File: src/rtl/piso_tx4.sv
// rtl/piso_tx4.sv - 4-bit parallel-in serial-out transmitter with one-word holding buffer
module piso_tx4 #(
  parameter int BIT_CYCLES = 1,
  parameter bit MSB_FIRST  = 1'b1
) (
  input  logic       clk,
  input  logic       reset,
  input  logic       ena,
  input  logic [3:0] par_in,
  input  logic       load,
  output logic       ready,
  output logic       busy,
  output logic       ser_out,
  output logic       sh_ena,
  output logic       done
);
  localparam int DW = (BIT_CYCLES > 1) ? $clog2(BIT_CYCLES) : 1;
  localparam logic [DW-1:0] DIV_LAST = DW'(BIT_CYCLES - 1);

  typedef enum logic {IDLE = 1'b0, SHIFT = 1'b1} state_t;

  state_t        state_q, state_d;
  logic [3:0]    buf_q, buf_d;
  logic          buf_full_q, buf_full_d;
  logic [3:0]    sr_q, sr_d;
  logic [1:0]    bit_cnt_q, bit_cnt_d;
  logic [DW-1:0] div_q, div_d;
  logic          done_q, done_d;
  logic          bit_end, word_end;

  assign bit_end  = (state_q == SHIFT) && (div_q == DIV_LAST);
  assign word_end = bit_end && (bit_cnt_q == 2'd3);

  always_ff @(posedge clk) begin
    if (!reset) begin
      state_q <= IDLE;
    end else begin
      state_q <= state_d;
    end
  end

  always_comb begin
    state_d = state_q;
    if (ena) begin
      case (state_q)
        IDLE:    if (buf_full_q) state_d = SHIFT;
        SHIFT:   if (word_end && !buf_full_q) state_d = IDLE;
        default: state_d = IDLE;
      endcase
    end
  end

  always_ff @(posedge clk) begin
    if (!reset) begin
      buf_q      <= 4'b0000;
      buf_full_q <= 1'b0;
      sr_q       <= 4'b0000;
      bit_cnt_q  <= 2'd0;
      div_q      <= '0;
      done_q     <= 1'b0;
    end else begin
      buf_q      <= buf_d;
      buf_full_q <= buf_full_d;
      sr_q       <= sr_d;
      bit_cnt_q  <= bit_cnt_d;
      div_q      <= div_d;
      done_q     <= done_d;
    end
  end

  // A word finishing with the buffer full reloads on the same edge, so there is no idle gap.
  always_comb begin
    buf_d      = buf_q;
    buf_full_d = buf_full_q;
    sr_d       = sr_q;
    bit_cnt_d  = bit_cnt_q;
    div_d      = div_q;
    done_d     = done_q;
    if (ena) begin
      done_d = 1'b0;
      if (state_q == IDLE) begin
        if (buf_full_q) begin
          sr_d       = buf_q;
          buf_full_d = 1'b0;
          bit_cnt_d  = 2'd0;
          div_d      = '0;
        end
      end else if (!bit_end) begin
        div_d = div_q + DW'(1);
      end else begin
        div_d     = '0;
        bit_cnt_d = bit_cnt_q + 2'd1;
        if (word_end) begin
          done_d     = 1'b1;
          sr_d       = buf_full_q ? buf_q : 4'b0000;
          buf_full_d = 1'b0;
        end else begin
          sr_d = MSB_FIRST ? {sr_q[2:0], 1'b0} : {1'b0, sr_q[3:1]};
        end
      end
      if (load && !buf_full_q) begin
        buf_d      = par_in;
        buf_full_d = 1'b1;
      end
    end
  end

  always_comb begin
    ready   = !buf_full_q;
    busy    = (state_q == SHIFT);
    ser_out = 1'b0;
    if (state_q == SHIFT) ser_out = MSB_FIRST ? sr_q[3] : sr_q[0];
    sh_ena  = ena && bit_end;
    done    = ena && done_q;
  end

endmodule

File: config.mk
export PLATFORM = sky130hd
export DESIGN_NAME = piso_tx4
export DESIGN_NICKNAME = d
export VERILOG_FILES = /design/src/rtl/piso_tx4.sv
export SDC_FILE = /design/constraint.sdc
export NUM_CORES = 1
export LEC_CHECK = 0
export BUFFER_PORTS_ARGS = -buffer_cell sky130_fd_sc_hd__buf_2
export CORE_MARGIN = 4
export CORE_UTILIZATION = 30
export DETAILED_ROUTE_END_ITERATION = 16
export GPL_ROUTABILITY_DRIVEN = 1
export GPL_TIMING_DRIVEN = 1
export PLACE_DENSITY = 0.57
export SETUP_SLACK_MARGIN = 0.3
export SLEW_MARGIN = 20
export SYNTH_ARGS = -nofsm -noshare
export SYNTH_HDL_FRONTEND = slang
export SYNTH_SLANG_ARGS = --single-unit
File: constraint.sdc
create_clock -name clk -period 3 [get_ports clk]
set_clock_uncertainty 0.1 [all_clocks]
set_input_delay 0.6 -clock clk [delete_from_list [all_inputs] [get_ports clk]]
set_output_delay 0.6 -clock clk [all_outputs]
set_load 0.005 [all_outputs]
==> metrics.cfg <==
[status]
outcome=complete, no violations

[clocking]
cts.sinks=14
cts_tree=done
cts_resized=0
clk_pin_slew_worst_paths_ps=70
cts_hold_buf=0
post_cts_buffers=0
root_buffer=clkbuf_4
cts_buffer_depth=2
htree_levels=1
numCtsBuffers=3
clock_latency_ps=280

[detailed_routing]
via_per_inst=4.871
first_iter_violations=5
drt-total-wl_microns=1161
drt-pass1-iter-count=4
final_antenna_net_count=0
vias=492
drc=0
wire_per_inst_microns=11.50

[timing]
finalHoldViolCount=0
finalWorstPathRequiredPeriod_ps=1924
timing.fmax_ghz=0.5197
rsz0062_at_grt=false
tightest_slew_ps=410.4
fin_setup_tns_ps=0
report.final.slew_viol_count=0
setup_viol=0
relSlewSlack_pct=72.46
fin_ws_ps=1076
holdWs_ps=360.3
fin_crit_sh_pct=64.14

[setup_path]
crit_fanout=8
worst_setup_path_start_kind=register
end_kind=primary output
required_ps=2300
cp.arrival_ps=1220
path_class=register to primary output

[final_layout]
multiInputGateArea_sq_um=311.5
fin_nets=87
final_area_sq_um=713.2
utilization_pct=39.18
seqCellArea_sq_um=280.3
syn_to_final_growth_pct=18.26
drive_gt1_share_pct=25.00
antennaDiodeCount=0
fill_cells=210
layout.cells.non_filler=101

[synth]
synth_seq_cells=14
synth_area_sq_um=603.1
synthCells=62
synth-warning-count=0
yosysSeqAreaShare_pct=46.47
synth_nets=71
synth_area_per_cell_sq_um=9.727
synth_cell_types=23

[run]
cap_violations=0

[placed_design]
port_buffers=12
gp_congestion=0.7142
post-place-cells=98
pre_cts_slack_ps=1212
hpwlAfterDp_microns=869.1
place_area_sq_um=690.7

[grt]
grt_first_pass_wirelength_microns=1980
grtUsageTotal_pct=10.01
grt_antenna_before_repair=0
grt_remaining_overflow=0
first_global_vias=439
grt_max_degree=15

[floorplan]
dieArea_sq_mm=0.002792
rows=15
start_util_pct=33.13
core-area_sq_mm=0.001821
io_pins=13
die_w_microns=52.84
die_h_microns=52.84

[pwr]
ir_worst_vdd_mv=0.2294
p_total_uw=330.8
power_leakage_nw=0.3220
powerDensity_mw_per_mm2=463.8

[worst_hold_path]
worstHoldPathType=register to register

-- cell type report --
class	instances	area share [%]
well taps	25	4.386
repair buffers	12	8.421
multi-input cells	45	43.68
flip-flops and latches	14	39.30
clock buffers	3	3.158
inverters	2	1.053
-- power breakdown --
part	internal, mW	leakage (nW)	total [mW]	switching (mW)
Combinational	0.0154	0.194	0.0318	0.0164
Sequential	0.193	0.114	0.197	0.00430
Clock	0.0466	0.0138	0.102	0.0554
-- layout by cell type, fill, tap and decap left out --
cell type and n:
clkbuf_4 3, inv_1 2, nand2b_4 1, nand3_1 1, and2b_2 1, o21a_1 1
nor2_1 3, a21boi_0 2, and2_1 3, o21ai_0 7, ha_1 1, and3_2 1
and2_4 1, mux2i_1 4, buf_2 12, a21boi_1 1, o211a_1 1, nand2_1 3
o21ai_1 1, or3b_1 1, a221oi_1 3, a22oi_1 2, dfxtp_1 14, nor2b_1 7
-- per-layer routing --
metal	track usage, %	part of all wire (%)	wire length (microns)	vias to the layer above
met5	0	0	0	-
met4	3.830	2.0	23	0
met3	5.698	9.3	108	4
met2	13.43	44	506	17
met1	12.97	45	523	225
li1	-	-	-	246
-- logic make-up after synthesis --
group	count (synthesis)	synth area share [%]
flops	14	46.47
mux	4	6.639
compound gates	18	20.12
buf+inv	3	1.867
simple gates	22	22.82
fa+ha+maj	1	2.074
-- cell usage after synthesis --
library cell	count	area, sq um
and2_4	1	8.760
a22oi_1	2	15.01
and3_2	1	7.510
o21ai_0	7	35.03
dfxtp_1	14	280.3
o21a_1	1	7.510
nand2b_4	1	13.76
o211a_1	1	10.01
a21boi_0	2	15.01
nand2_1	3	11.26
a221oi_1	3	26.28
clkbuf_1	1	3.750
nor2_1	3	11.26
inv_1	2	7.510
and2_1	3	18.77
nand3_1	1	5.000
or3b_1	1	8.760
mux2i_1	4	40.04
nor2b_1	7	43.79
o21ai_1	1	5.000
ha_1	1	12.51
a21boi_1	1	7.510
and2b_2	1	8.760
-- critical path: stages, from the launching register on --
cell and delay (ps):
dfxtp_1 430, and2b_2 190, and2_1 190, buf_2 140
-- sequential cells by signal, summed over array words and instances, names as in the netlist --
signal      cells
done_q          1
sr_q            4
buf_full_q      1
bit_cnt_q       2
buf_q           4
div_q           1
busy            1
-- worst paths after layout --
kind                                   from                   end  slack [ps]  cells past startpoint
setup / recovery          busy$_SDFFE_PN0P_                sh_ena        1080                      3
hold / removal         sr_q[0]$_SDFFE_PN0P_  sr_q[0]$_SDFFE_PN0P_         360                      2
setup reg to reg  bit_cnt_q[0]$_SDFFE_PN0P_  sr_q[0]$_SDFFE_PN0P_        1500                      5
hold reg to reg        sr_q[0]$_SDFFE_PN0P_  sr_q[0]$_SDFFE_PN0P_         360                      2
Power figures use the tool's default switching activity.
